--- src/rtl/mpu_controller_if.sv ---
// Operation types and the request/unit-handshake bundle
// between the MPU controller and its neighbours.
package mpu_pkg;
    typedef enum logic [2:0] {
        OP_NOP    = 3'd0,
        OP_LOAD   = 3'd1,
        OP_STORE  = 3'd2,
        OP_MATMUL = 3'd3,
        OP_ADD    = 3'd4
    } mpu_operation_t;
endpackage

interface mpu_if #(
    parameter int MBITS = 2,
    parameter int NBITS = 2,
    parameter int AW    = 2
);
    logic                       req;
    logic                       ready;
    mpu_pkg::mpu_operation_t    op;
    logic [MBITS:0]             m_in;
    logic [NBITS:0]             n_in;
    logic [AW-1:0]              addr;
    logic                       load_en;
    logic [MBITS:0]             load_m_size;
    logic [NBITS:0]             load_n_size;
    logic [AW-1:0]              load_addr;
    logic                       load_ack;
    logic                       load_error;
    logic                       store_en;
    logic [AW-1:0]              store_addr;
    logic                       store_ack;
    logic                       done;
    logic                       error;
    logic [2:0]                 err_code;
    logic [2**AW-1:0]           reg_valid;

    modport slave (
        input  req, op, m_in, n_in, addr,
        input  load_ack, load_error, store_ack,
        output ready, load_en, load_m_size, load_n_size, load_addr,
        output store_en, store_addr, done, error, err_code, reg_valid
    );

    modport master (
        output req, op, m_in, n_in, addr,
        output load_ack, load_error, store_ack,
        input  ready, load_en, load_m_size, load_n_size, load_addr,
        input  store_en, store_addr, done, error, err_code, reg_valid
    );
endinterface

--- src/rtl/mpu_controller.sv ---
// MPU front-end: validates requests, drives the load/store units
// with a bounded wait, reports one done/error pulse per operation.
module mpu_controller
    import mpu_pkg::*;
#(
    parameter int M               = 4,
    parameter int N               = 4,
    parameter int MBITS           = $clog2(M),
    parameter int NBITS           = $clog2(N),
    parameter int MATRIX_REG_SIZE = 2,
    parameter int TIMEOUT         = 64
) (
    input logic clk,
    input logic rst,
    mpu_if.slave bus
);
    localparam int R = 2 ** MATRIX_REG_SIZE;
    localparam logic [MBITS:0] M_LIM   = (MBITS + 1)'(M);
    localparam logic [NBITS:0] N_LIM   = (NBITS + 1)'(N);
    localparam logic [7:0]     TO_LAST = 8'(TIMEOUT - 1);

    typedef enum logic [2:0] {
        IDLE,
        CHECK,
        LOAD_WAIT,
        STORE_WAIT,
        RESP
    } state_t;

    state_t                     state_q, state_d;
    mpu_operation_t             op_q, op_d;
    logic [MBITS:0]             m_q, m_d;
    logic [NBITS:0]             n_q, n_d;
    logic [MATRIX_REG_SIZE-1:0] addr_q, addr_d;
    logic [7:0]                 cnt_q, cnt_d;
    logic [2:0]                 res_q, res_d;
    logic [R-1:0]               rv_q, rv_d;
    logic                       size_bad;

    assign size_bad = (m_q == '0) || (n_q == '0) ||
                      (m_q > M_LIM) || (n_q > N_LIM);

    always_comb begin
        state_d = state_q;
        op_d    = op_q;
        m_d     = m_q;
        n_d     = n_q;
        addr_d  = addr_q;
        cnt_d   = cnt_q;
        res_d   = res_q;
        rv_d    = rv_q;
        unique case (state_q)
            IDLE: begin
                if (bus.req) begin
                    op_d    = bus.op;
                    m_d     = bus.m_in;
                    n_d     = bus.n_in;
                    addr_d  = bus.addr;
                    state_d = CHECK;
                end
            end
            CHECK: begin
                res_d   = 3'd0;
                cnt_d   = 8'd0;
                state_d = RESP;
                unique case (1'b1)
                    (op_q == OP_NOP): ;
                    (op_q == OP_LOAD): begin
                        if (size_bad) res_d = 3'd2;
                        else          state_d = LOAD_WAIT;
                    end
                    (op_q == OP_STORE): begin
                        if (!rv_q[addr_q]) res_d = 3'd3;
                        else               state_d = STORE_WAIT;
                    end
                    default: res_d = 3'd1;
                endcase
            end
            LOAD_WAIT: begin
                cnt_d = cnt_q + 8'd1;
                // a failed or abandoned load may have half-written the register
                if (bus.load_error) begin
                    res_d        = 3'd4;
                    rv_d[addr_q] = 1'b0;
                    state_d      = RESP;
                end else if (bus.load_ack) begin
                    res_d        = 3'd0;
                    rv_d[addr_q] = 1'b1;
                    state_d      = RESP;
                end else if (cnt_q == TO_LAST) begin
                    res_d        = 3'd5;
                    rv_d[addr_q] = 1'b0;
                    state_d      = RESP;
                end
            end
            STORE_WAIT: begin
                cnt_d = cnt_q + 8'd1;
                if (bus.store_ack) begin
                    res_d   = 3'd0;
                    state_d = RESP;
                end else if (cnt_q == TO_LAST) begin
                    res_d   = 3'd5;
                    state_d = RESP;
                end
            end
            RESP:    state_d = IDLE;
            default: state_d = IDLE;
        endcase
    end

    always_ff @(posedge clk) begin
        if (rst) begin
            state_q <= IDLE;
            op_q    <= OP_NOP;
            m_q     <= '0;
            n_q     <= '0;
            addr_q  <= '0;
            cnt_q   <= '0;
            res_q   <= '0;
            rv_q    <= '0;
        end else begin
            state_q <= state_d;
            op_q    <= op_d;
            m_q     <= m_d;
            n_q     <= n_d;
            addr_q  <= addr_d;
            cnt_q   <= cnt_d;
            res_q   <= res_d;
            rv_q    <= rv_d;
        end
    end

    assign bus.ready       = (state_q == IDLE);
    assign bus.load_en     = (state_q == LOAD_WAIT);
    assign bus.load_m_size = m_q;
    assign bus.load_n_size = n_q;
    assign bus.load_addr   = addr_q;
    assign bus.store_en    = (state_q == STORE_WAIT);
    assign bus.store_addr  = addr_q;
    assign bus.done        = (state_q == RESP) && (res_q == 3'd0);
    assign bus.error       = (state_q == RESP) && (res_q != 3'd0);
    assign bus.err_code    = bus.error ? res_q : 3'd0;
    assign bus.reg_valid   = rv_q;
endmodule

--- src/flat_wrapper.sv ---
// flat-port wrapper written by rule: the top's interface ports become plain ports
module mpu_controller_flat import mpu_pkg::*;
#(
    parameter int M               = 4,
    parameter int N               = 4,
    parameter int MBITS           = $clog2(M),
    parameter int NBITS           = $clog2(N),
    parameter int MATRIX_REG_SIZE = 2,
    parameter int TIMEOUT         = 64
)
  (clk, rst, bus_req, bus_op, bus_m_in, bus_n_in, bus_addr, bus_load_ack, bus_load_error, bus_store_ack, bus_ready, bus_load_en, bus_load_m_size, bus_load_n_size, bus_load_addr, bus_store_en, bus_store_addr, bus_done, bus_error, bus_err_code, bus_reg_valid);
  mpu_if #(.MBITS(MBITS), .NBITS(NBITS), .AW((2))) bus_i ();
  input logic clk;
  input logic rst;
  input wire logic [$bits(bus_i.req)-1:0] bus_req;
  input wire logic [$bits(bus_i.op)-1:0] bus_op;
  input wire logic [$bits(bus_i.m_in)-1:0] bus_m_in;
  input wire logic [$bits(bus_i.n_in)-1:0] bus_n_in;
  input wire logic [$bits(bus_i.addr)-1:0] bus_addr;
  input wire logic [$bits(bus_i.load_ack)-1:0] bus_load_ack;
  input wire logic [$bits(bus_i.load_error)-1:0] bus_load_error;
  input wire logic [$bits(bus_i.store_ack)-1:0] bus_store_ack;
  output wire logic [$bits(bus_i.ready)-1:0] bus_ready;
  output wire logic [$bits(bus_i.load_en)-1:0] bus_load_en;
  output wire logic [$bits(bus_i.load_m_size)-1:0] bus_load_m_size;
  output wire logic [$bits(bus_i.load_n_size)-1:0] bus_load_n_size;
  output wire logic [$bits(bus_i.load_addr)-1:0] bus_load_addr;
  output wire logic [$bits(bus_i.store_en)-1:0] bus_store_en;
  output wire logic [$bits(bus_i.store_addr)-1:0] bus_store_addr;
  output wire logic [$bits(bus_i.done)-1:0] bus_done;
  output wire logic [$bits(bus_i.error)-1:0] bus_error;
  output wire logic [$bits(bus_i.err_code)-1:0] bus_err_code;
  output wire logic [$bits(bus_i.reg_valid)-1:0] bus_reg_valid;
  assign bus_i.req = bus_req;
  assign bus_i.op = bus_op;
  assign bus_i.m_in = bus_m_in;
  assign bus_i.n_in = bus_n_in;
  assign bus_i.addr = bus_addr;
  assign bus_i.load_ack = bus_load_ack;
  assign bus_i.load_error = bus_load_error;
  assign bus_i.store_ack = bus_store_ack;
  assign bus_ready = bus_i.ready;
  assign bus_load_en = bus_i.load_en;
  assign bus_load_m_size = bus_i.load_m_size;
  assign bus_load_n_size = bus_i.load_n_size;
  assign bus_load_addr = bus_i.load_addr;
  assign bus_store_en = bus_i.store_en;
  assign bus_store_addr = bus_i.store_addr;
  assign bus_done = bus_i.done;
  assign bus_error = bus_i.error;
  assign bus_err_code = bus_i.err_code;
  assign bus_reg_valid = bus_i.reg_valid;
  mpu_controller #(.M(M), .N(N), .MBITS(MBITS), .NBITS(NBITS), .MATRIX_REG_SIZE(MATRIX_REG_SIZE), .TIMEOUT(TIMEOUT)) u_core (.clk(clk), .rst(rst), .bus(bus_i));
endmodule
--- config.mk ---
export PLATFORM = sky130hd
export DESIGN_NAME = mpu_controller_flat
export DESIGN_NICKNAME = d
export VERILOG_FILES = /design/src/rtl/mpu_controller_if.sv /design/src/rtl/mpu_controller.sv /design/src/flat_wrapper.sv
export SDC_FILE = /design/constraint.sdc
export NUM_CORES = 1
export LEC_CHECK = 0
export BUFFER_PORTS_ARGS = -buffer_cell sky130_fd_sc_hd__clkbuf_2
export CORE_ASPECT_RATIO = 0.75
export CORE_MARGIN = 2
export CORE_UTILIZATION = 40
export DETAILED_ROUTE_END_ITERATION = 12
export GPL_ROUTABILITY_DRIVEN = 0
export PLACE_DENSITY = 0.75
export RECOVER_POWER = 100
export SLEW_MARGIN = 15
export SYNTH_ARGS = -nofsm -noshare
export SYNTH_HDL_FRONTEND = slang
export SYNTH_SLANG_ARGS = --single-unit
--- constraint.sdc ---
create_clock -name clk -period 2.79 [get_ports clk]
set_input_delay 0.558 -clock clk [delete_from_list [all_inputs] [get_ports clk]]
set_output_delay 0.558 -clock clk [all_outputs]
set_load 0.01 [all_outputs]
======== Yosys cells after proc, flatten, opt, wreduce, memory -nomap -nowiden ========
Index checks and enable logic that the tools add are counted.
cells by class
  equality and inequality tests ........... 8
  $mul .................................... 0
  bitwise operators ....................... 3
  order comparisons ....................... 4
  reduce and logical (&&, ||, !) cells .... 18
  shift operators ......................... 0
  add/sub/neg operators ................... 1
  mux-type cells .......................... 26
  divide/modulo/power cells ............... 0
operators by type and width
  kind                   number
  $mux W3                12
  $pmux W3 S3            2
  $pmux W8 S2            1
  $logic_not A3 Y1       5
  $mux W4                3
  $pmux W3 S4            1
  $eq A3 B2 Y1 const B   3
  $reduce_bool A3 Y1     3
  $add A8 B1 Y8 const B  1
  $eq A8 B6 Y1 const B   1
  $eq A3 B1 Y1 const B   2
  $gt A3 B3 Y1 const B   2
  $pmux W3 S2            1
  $and A4 B4 Y4          1
  $mux W2                2
  $not A4 Y4             1
  $or A4 B4 Y4           1
  $reduce_and A2 Y1      2
  $eq A3 B3 Y1 const B   1
  $logic_and A1 B1 Y1    3
  $logic_or A1 B1 Y1     3
  $lt A2 B3 Y1 const B   1
  $bmux W1 S2            1
  $demux W1 S2           1
  5 further kinds        6
storage, ports and cells
  bits in latches ......................... 0
  input bits .............................. 17
  ROM bits ................................ 0
  logic and storage cells ................. 68
  bits in writable memories ............... 0
  memories kept ........................... 0
  bits in registers ....................... 29

======== Longest topological paths before layout ========
  depth after elaboration ................. 9
  mapped depth ............................ 6
  gate-level depth less buffers ........... 5

======== Least setup slack after synthesis ========
Ideal clock, no wire load.
  path kind ............................... input -> register
  start point ............................. in bus_load_error
  end point ............................... reg (tool-made name)
  buffers on the path ..................... 0
  required time ........................... 2.662 ns
  arrival time ............................ 1.454 ns
  library setup time ...................... 0.128 ns
  cell stages on the path ................. 5
  slack ................................... 1.208 ns
  path through ............................ or2_1 -> a31oi_2 -> and4bb_2 -> mux2i_1 -> nor2_1
RTL lines
  element      RTL line            text
  from (decl)  flat_wrapper.sv:21  input wire logic [$bits(bus_i.load_error)-1:0] bus_load_error;

======== Worst setup path in the final report ========
  start point ............................. reg u_core.state_q[1]
  end point ............................... out bus_load_en
on the way
  longest elaborated chain between the ends .. 1
RTL lines
  element                 RTL line               text
  from (decl)             mpu_controller.sv:30   state_t state_q, state_d;
  from (signal assigned)  mpu_controller.sv:122  state_q <= state_d;
  $eq A3 B2 Y1            mpu_controller.sv:134  assign bus.load_en = (state_q == LOAD_WAIT);
  to (decl)               flat_wrapper.sv:24     output wire logic [$bits(bus_i.load_en)-1:0] bus_load_en;
Every way passes these cells.

==> metrics.yaml <==
synth.area.top_cells: "dfxtp_1, nand2_1, a21oi_1"
hold-worst-slack_ns: 0.473
num_vias: 1359
finClkSkew_ns: 0.00334
cts_resized: 0
async_flop_share: 0
grt_pass1_vias: 1194
clock_latency_ns: 0.28
synth-edff-count: 0
die_w_um: 74.4
drc: 0
clock.fmax_mhz: 441
outcome: "finished, final reports clean"
crit_slowest_cell: "dfxtp_1"
syn_to_final_growth_pct: 16.7
cts_tree: "built"
cp-end-kind: "primary output"
ir_worst_vdd_v: 0.000266
drv_slew: 0
cts_setup_buffers: 0
num_rows: 19
path_buf_inv: 1
pwr_density_cell_mw_per_mm2: 532
setup_viol: 0
finalCriticalPeriod_ns: 2.27
worstSetupPathType: "flop to primary output"
finalCritPeriodShare: 0.813
grt_pass1_wl_mm: 5.38
path_delay_family: "flip-flops"
critPathLaunchType: "flop"
wirelength_mm: 3.31
internal_power_uw: 677
syn-num-nets: 200
ys_warn_count: 0
synth.distinct_cells: 42
p_leak_nw: 0.659
power_switching_uw: 248
viasPerCell: 5.03
cts_buffers: 5
r2r_cells: 4
path_max_fanout: 15
slew_headroom: 0.599
switching_share: 0.268
ys_top_cells_by_count: "dfxtp_1, nand2_1, nor2_1"
clk_pin_slew_ns: 0.06
die_h_um: 56.8
min_path_cells: 2
max_cap_violations: 0
gr-usage-all-layers: 0.167
place_hpwl_mm: 2.44
io_buffers: 38
detail_route.wl_per_cell_um: 12.3
cts-root-buf: "clkbuf_8"
ys_seq_area_frac: 0.390
antenna_found_initial: 0
worstPathRequired_ns: 2.23
clock-sinks: 29
combinationalPowerShare: 0.138
tns_ns: 0
grt_overflow: 0
power_uw: 925
worstHoldStart: "u_core.bus.load_n_size[1]$_SDFFE_PP0P_"
final_area_mm2: 0.00174
rrSetupSlack_ns: 0.85
synth_top_cell_area_share: 0.390
rsz0062_at_grt: "false"
drt-pass1-iter-count: 4
synth_ff_type: "dfxtp_1"
n_antenna_cell: 0
drt_iter0_drc: 82
io_pins: 39
cts_buffer_depth: 2
die_area_mm2: 0.00423
timing_hold_violations_final: 0
worstMarginPinSlew_ns: 0.600
worst_ep_arrival_time_ns: 1.71
min_to: "u_core.bus.load_n_size[1]$_SDFFE_PP0P_"
layout-drive-gt1-share: 0.133
final_antenna_net_count: 0
cts_max_level: 2
coreArea_mm2: 0.00361
synth_area_per_cell_um2: 8.17
syn_area_mm2: 0.00149
crit_path_max_incr_delay_ns: 0.60
synth_cells: 182
hp-class: "flop to flop"
yosysTopAreaCell: "dfxtp_1"
final_nets: 236
rr_startpoint: "u_core.state_q[1]$_SDFFE_PP0P_"
seq_power_share: 0.492
start_util: 0.412
ctsHoldBuffers: 0
ys_seq_elements: 29
placed_area_mm2: 0.00169
crit_chain: "nor3b_1 > clkbuf_1"
clkPwrFrac: 0.370
grt_max_degree: 25
layout make-up:
class | instances | area (µm²)
timing repair buffer | 38 | 164
tap | 52 | 65.1
multi-input combinational | 143 | 837
sequential | 29 | 581
clock buffer | 7 | 86.3
inverter | 1 | 3.75
fill | 388 | 1880
metal layers:
layer	vias to the layer above	track usage	wire length, µm
li1	710	-	-
met1	601	0.244	1760
met2	41	0.226	1320
met3	7	0.0449	183
met4	0	0.0765	49
met5	-	0	0
layout by cell type, fill, tap and decap left out, drive strengths merged, types with 3 or more instances in the layout:
cell type and instances:
and3 4, clkbuf 45, mux2i 5, a22oi 3, nand2 29, dfxtp 29
and2 3, nand3 6, nor3 4, nand2b 4, nor2 24, xor2 5
nor2b 6, nand4 3, a21oi 18, a31oi 4
tightest hold or removal path, delay by kind of cell, from the launching register on:
family	cells	cell delay [ns]
flops	1	0.32
simple gates	1	0.05
compound gates	1	0.05
worst max path at each step:
| stage | from | endpoint | slack (ns) | depth (start not counted) |
|---|---|---|---|---|
| 2_1_floorplan | bus_load_error | flop | 1.21 | 5 |
| 3_3_place_gp | u_core.state_q[1]$_SDFFE_PP0P_ | bus_load_en | 1.04 | 2 |
| 3_5_place_dp | u_core.state_q[1]$_SDFFE_PP0P_ | bus_load_en | 1.00 | 2 |
| 4_1_cts | u_core.state_q[1]$_SDFFE_PP0P_ | bus_load_en | 0.71 | 2 |
| 5_1_grt | u_core.state_q[1]$_SDFFE_PP0P_ | bus_load_en | 0.35 | 2 |
| 6_report | u_core.state_q[1]$_SDFFE_PP0P_ | bus_load_en | 0.52 | 2 |
logic make-up after synthesis:
group / after synthesis / synth area share
multiplexers: 7 / 0.0563
flip-flops: 29 / 0.390
AND/OR/NAND/NOR: 94 / 0.324
AO/OA/AOI/OAI: 34 / 0.144
buffers and inverters: 10 / 0.0362
XOR/XNOR: 7 / 0.0412
adder cells (fa/ha/maj): 1 / 0.00841
power by group through the flow:
stage	Combinational, mW	Sequential (mW)	Clock, mW
finish	0.128	0.455	0.342
global route	0.144	0.458	0.366
CTS	0.133	0.457	0.350
detailed placement	0.132	0.466	0
global placement	0.131	0.465	0
floorplan	0.0972	0.459	0
through the flow:
step | util | cells | setup slack, ns
after global placement | 0.468 | 263 | 1.04
final | 0.481 | 270 | 0.522
after CTS | 0.492 | 270 | 0.714
after global routing | 0.481 | 270 | 0.345
after floorplan | - | 182 | 1.21
after detailed placement | 0.468 | 263 | 1.00
No activity file was read; power rests on OpenSTA's default activity.
